File: src/rtl/uart_stream_ctrl.sv
// -----------------------------------------------------------------------------
// uart_stream_ctrl
//
// Streams a block of bytes from a synchronous-read buffer RAM into the uart
// transmitter, one byte at a time. Host flow control (CTS, active-low) is
// honoured only at byte boundaries, so a byte that has been handed to the
// uart is never cut short.
//
// States
//   state       | meaning
//   ------------+-----------------------------------------------------------
//   S_IDLE      | waiting for start; busy low
//   S_FETCH     | ram_addr presented, waiting out the one-cycle RAM latency
//   S_LATCH     | ram_rdata valid, captured into uart_tx_byte
//   S_WAIT_CTS  | byte ready; wait for host CTS and an idle uart (stop exits)
//   S_SEND      | uart_transmit high for this single cycle
//   S_WAIT_ACK  | wait for the uart to report it has taken the byte
//   S_WAIT_DONE | wait for the uart to finish, then pick the next address
//
// Ports
//   clk                   master clock
//   rst                   synchronous reset, active-high
//   start                 one-cycle pulse, starts a block when idle
//   stop                  ends the stream at the next byte boundary
//   loop_en               sampled at start; restart from address 0 after last byte
//   length                bytes per block (1..2^ADDR_WIDTH), sampled at start
//   cts_n                 asynchronous clear-to-send from host, active-low
//   ram_addr              buffer RAM read address
//   ram_rdata             RAM read data, valid one cycle after ram_addr
//   uart_transmit         one-cycle transmit request
//   uart_tx_byte          byte presented to the uart
//   uart_is_transmitting  uart busy flag
//   busy                  high whenever not idle
//   done                  one-cycle pulse when a non-loop block completes
//   byte_count            bytes handed to the uart in the current block
// -----------------------------------------------------------------------------
module uart_stream_ctrl #(
  parameter int ADDR_WIDTH  = 9,
  parameter int SYNC_STAGES = 2
) (
  input  logic                  clk,
  input  logic                  rst,
  input  logic                  start,
  input  logic                  stop,
  input  logic                  loop_en,
  input  logic [ADDR_WIDTH:0]   length,
  input  logic                  cts_n,
  output logic [ADDR_WIDTH-1:0] ram_addr,
  input  logic [7:0]            ram_rdata,
  output logic                  uart_transmit,
  output logic [7:0]            uart_tx_byte,
  input  logic                  uart_is_transmitting,
  output logic                  busy,
  output logic                  done,
  output logic [ADDR_WIDTH:0]   byte_count
);

  // A single flop is never an adequate synchronizer.
  localparam int SYNC_N = (SYNC_STAGES < 2) ? 2 : SYNC_STAGES;

  typedef enum logic [2:0] {
    S_IDLE,
    S_FETCH,
    S_LATCH,
    S_WAIT_CTS,
    S_SEND,
    S_WAIT_ACK,
    S_WAIT_DONE
  } state_t;

  state_t              state;
  logic [ADDR_WIDTH:0] len_q;
  logic                loop_q;
  logic [SYNC_N-1:0]   cts_sync;
  logic                cts_s;

  // Synchronizer resets to 1 so the controller treats the host as
  // "not clear" until a real low level has propagated through.
  always_ff @(posedge clk) begin
    if (rst) begin
      cts_sync <= '1;
    end else begin
      cts_sync <= {cts_sync[SYNC_N-2:0], cts_n};
    end
  end

  assign cts_s = cts_sync[SYNC_N-1];

  always_ff @(posedge clk) begin
    if (rst) begin
      state         <= S_IDLE;
      len_q         <= '0;
      loop_q        <= 1'b0;
      ram_addr      <= '0;
      uart_transmit <= 1'b0;
      uart_tx_byte  <= 8'h00;
      busy          <= 1'b0;
      done          <= 1'b0;
      byte_count    <= '0;
    end else begin
      // Pulse outputs default low; they are raised only on the transition
      // that owns them.
      uart_transmit <= 1'b0;
      done          <= 1'b0;

      case (state)
        S_IDLE: begin
          // A zero-length start is dropped silently: no busy, no done.
          if (start && (length != '0)) begin
            len_q      <= length;
            loop_q     <= loop_en;
            ram_addr   <= '0;
            byte_count <= '0;
            busy       <= 1'b1;
            state      <= S_FETCH;
          end
        end

        S_FETCH: begin
          state <= S_LATCH;
        end

        S_LATCH: begin
          uart_tx_byte <= ram_rdata;
          state        <= S_WAIT_CTS;
        end

        S_WAIT_CTS: begin
          if (stop) begin
            busy  <= 1'b0;
            state <= S_IDLE;
          end else if (!cts_s && !uart_is_transmitting) begin
            uart_transmit <= 1'b1;
            state         <= S_SEND;
          end
        end

        S_SEND: begin
          state <= S_WAIT_ACK;
        end

        S_WAIT_ACK: begin
          if (uart_is_transmitting) begin
            byte_count <= byte_count + 1'b1;
            state      <= S_WAIT_DONE;
          end
        end

        S_WAIT_DONE: begin
          // Byte boundary: stop beats both done and loop restart.
          if (!uart_is_transmitting) begin
            if (stop) begin
              busy  <= 1'b0;
              state <= S_IDLE;
            end else if (byte_count == len_q) begin
              if (loop_q) begin
                ram_addr   <= '0;
                byte_count <= '0;
                state      <= S_FETCH;
              end else begin
                done  <= 1'b1;
                busy  <= 1'b0;
                state <= S_IDLE;
              end
            end else begin
              // Wraps naturally; only reachable past the top address when
              // length exceeds the RAM, which the block length range forbids.
              ram_addr <= ram_addr + 1'b1;
              state    <= S_FETCH;
            end
          end
        end

        default: begin
          busy  <= 1'b0;
          state <= S_IDLE;
        end
      endcase
    end
  end

endmodule

File: config.mk
export PLATFORM = sky130hd
export DESIGN_NAME = uart_stream_ctrl
export DESIGN_NICKNAME = d
export VERILOG_FILES = /design/src/rtl/uart_stream_ctrl.sv
export SDC_FILE = /design/constraint.sdc
export NUM_CORES = 1
export LEC_CHECK = 0
export ABC_AREA = 1
export CORE_MARGIN = 5
export CORE_UTILIZATION = 40
export DETAILED_ROUTE_END_ITERATION = 7
export PLACE_DENSITY_LB_ADDON = 0.2
export REMOVE_ABC_BUFFERS = 1
export SYNTH_ARGS = -nofsm -noshare
export SYNTH_HDL_FRONTEND = slang
export SYNTH_SLANG_ARGS = --single-unit
export TNS_END_PERCENT = 1
File: constraint.sdc
create_clock -name clk -period 1.35 [get_ports clk]
set_input_delay 0.27 -clock clk [delete_from_list [all_inputs] [get_ports clk]]
set_output_delay 0.27 -clock clk [all_outputs]
set_load 0.03 [all_outputs]
==> run metrics, run 1 <==
commonest non-fill, non-tap cells in the layout=buf_4 (91), nand2_1 (80), nor2_1 (64); DIE HEIGHT=89.88 µm; xor and xnor area share after synthesis=0.03088; Pre-Repair DR Iteration Count=4; asr flop ratio synth=0; clk_lat worst skew=0.30 ns; Post-Synth Adder-Cell Area=0.009804; Yosys warnings=0; failing checks=negative setup slack; Max-Cap Viols=0; Worst Setup End Kind=register; CTS tree=built; CTS max path bufs=2; H-tree depth=2; largest family of logic cells by synthesized area=simple AND/OR/NAND/NOR gates; HPWL after DPL=5090 µm; Synth Flop Type=dfxtp_1; Worst R2R End=ram_addr[8]$_SDFFE_PP0P_; CORE AREA=6277 µm²; RSZ-0062 raised after global routing=true; Via Count=2821; met1 Track Usage GR=0.2176; Worst Max-Slew Pin Slew=0.3435 ns; total gr overflow=0; total CTS buffers=5; Avg Cell Area, Syn=6.753 µm²; initial antenna violation count=0; met2 usage=0.2713; power density cells=1100 nW/µm²; port bufs=54; I/O Pins=55; leakage=1.880 nW; WL final=6929 µm; Worst Reg-to-Reg Cells=8; Synth Area in Compound Gates=0.1279; Netlist cell types=37; Final setup viols=26; total global-route track usage=0.1643; Sink Count=46; area grow syn2layout=56.42%; Detail Route Antenna Nets=0; wire length per cell=11.78 µm; Initial Utilization=0.4066; CP Class=register to register; Place WS=-0.5476 ns; Max IR drop VDD=867.2 µV; period utilisation layout=1.160; worst setup path start=state[0]$_SDFFE_PP0P_; multiplexer share of the synthesized area=0; worst setup margin=-0.2154 ns; R2R Path Start=state[0]$_SDFFE_PP0P_; Residual DRC=0; Final min period=1.565 ns; placed insts=575; simple logic cell fraction of the synthesized area=0.3789; fmax=638.8 MHz; Final Hold Vio Count=0; gr busiest metal=met2; r2r setup slk=-0.22 ns; first-pass GRT wire length=11450 µm; Post-Syn Instances=378; vias per cell=4.798; die width=89.88 µm; Critical Path End=ram_addr[8]$_SDFFE_PP0P_; Slew HR=0.7689; EDFF count, synth=0; initial drt markers=76; filler instances=588; NumNets Final=537; clk root buf=clkbuf_8; Synth Register Bits=46; Reg clk slew, reported paths=0.09 ns; grt met3 use=0.03339; ratio of cells with drive above 1 in the final layout=0.3151; Netlist Area Pre-Place=2552 µm²; vias in the first global route=2573; Finished Layout Cells=588; die area=8078 µm²; Worst setup SP type=register; largest net degree at the start of global routing=21; placer congestion estimate=0.8199; Worst Skew=0.007030 ns; status=finished with violations; CP arrival=1.77 ns; Ant. Diodes=0; register area share after synthesis=0.3608; row count=29; Hold Crit Class=input port to register; Worst EP required=1.56 ns; worst-path fanout max=8; fin. max-slew vios=0; most common cell after layout, fill and taps aside=buf_4
-- kinds of logic after synthesis --
kind of cell	after synthesis
adder cells (fa/ha/maj)	2
AND/OR/NAND/NOR	207
buffers and inverters	55
XOR/XNOR	9
flip-flops	46
AO/OA/AOI/OAI	59
-- what timing repair did --
| item | CTS | global route |
|---|---|---|
| setup buffers | 0 | 2 |
| cloned | 0 | 3 |
| pin swaps | 7 | 21 |
| hold buffers | 0 | 0 |
| gates resized for setup | 39 | 28 |
| endpoints found under the hold margin | 0 | 0 |
| setup endpoints to repair | 50 | 45 |
-- Yosys cell counts (all sizes together) (2+ instances only) --
| cell type | count | area share |
|---|---|---|
| a21oi | 31 | 0.065 |
| buf | 6 | 0.020 |
| clkbuf | 5 | 0.0074 |
| dfxtp | 46 | 0.36 |
| ha | 2 | 0.0098 |
| inv | 44 | 0.065 |
| nand2 | 88 | 0.14 |
| nand3 | 19 | 0.044 |
| nand4 | 15 | 0.039 |
| nor2 | 71 | 0.12 |
| nor3 | 4 | 0.0098 |
| nor4 | 3 | 0.0074 |
| o21ai | 25 | 0.049 |
| or2 | 5 | 0.012 |
| xnor2 | 4 | 0.014 |
| xor2 | 5 | 0.017 |
-- power by group --
part	switching [mW]	internal (mW)
clock	0.477	0.553
combinational	0.950	0.772
sequential	0.116	1.52
-- cell type report --
class / instances / area (µm²) / share of cell area
flip-flops and latches: 46 / 945.9 / 0.2369
inverters: 44 / 165.2 / 0.04137
repair buffers: 134 / 1165 / 0.2918
clock inverters: 2 / 37.54 / 0.009401
multi-input cells: 279 / 1510 / 0.3783
well taps: 77 / 96.34 / 0.02413
clock buffers: 6 / 72.57 / 0.01818
-- state kept, by name, summed over array words and instances (netlist names) --
signal	flops
uart_transmit	1
done	1
len_q	10
loop_q	1
state	3
ram_addr	9
byte_count	10
cts_sync	2
busy	1
uart_tx_byte	8
-- worst max-delay path: stages, from the launching register on --
cell and delay (ns):
dfxtp_4 0.38, inv_2 0.06, nand2_2 0.06, nor2_4 0.18, nand3_4 0.13, a21oi_4 0.32
nand2_2 0.13, o21ai_1 0.15, nor2_1 0.05
-- worst min path at each step --
stage / start / to / slack [ns] / cells past startpoint
2_1_floorplan: rst / byte_count[2]$_SDFFE_PP0P_ / 0.34 / 1
3_3_place_gp: cts_sync[0]$_SDFF_PP1_ / cts_sync[1]$_SDFF_PP1_ / 0.39 / 1
3_5_place_dp: cts_sync[0]$_SDFF_PP1_ / cts_sync[1]$_SDFF_PP1_ / 0.39 / 1
4_1_cts: cts_sync[0]$_SDFF_PP1_ / cts_sync[1]$_SDFF_PP1_ / 0.41 / 1
5_1_grt: length[8] / len_q[8]$_SDFFE_PP0P_ / 0.33 / 3
6_report: length[6] / len_q[6]$_SDFFE_PP0P_ / 0.28 / 3
-- per-stage QoR --
step	setup TNS, ns	area, µm²	utilization	power (mW)	hold WS, ns
after floorplan	-7.865	2484	-	2.530	0.3391
final	-3.705	3993	0.6360	4.392	0.2832
after CTS	-4.450	3847	0.6129	4.332	0.4148
after global placement	-15.62	3676	0.5856	3.246	0.3918
after detailed placement	-16.78	3676	0.5856	3.265	0.3937
after global routing	-6.995	3993	0.6360	4.678	0.3338
-- routing by layer --
layer,routed length (µm),vias to the layer above,part of all wire
li1,-,1484,-
met1,3166,1281,0.46
met2,3361,46,0.49
met3,296,10,0.043
met4,105,0,0.015
met5,0,-,0
(Power assumes the default switching activity.)
==> run 2: changes to the inputs <==
--- a/config.mk
+++ b/config.mk
@@ -6,6 +6,7 @@
 export NUM_CORES = 1
 export LEC_CHECK = 0
 export ABC_AREA = 1
+export CAP_MARGIN = 15
 export CORE_MARGIN = 5
 export CORE_UTILIZATION = 40
 export DETAILED_ROUTE_END_ITERATION = 7
==> results of run 2 <==
No change in the layout: final DEF, timing and power equal those of run 1.
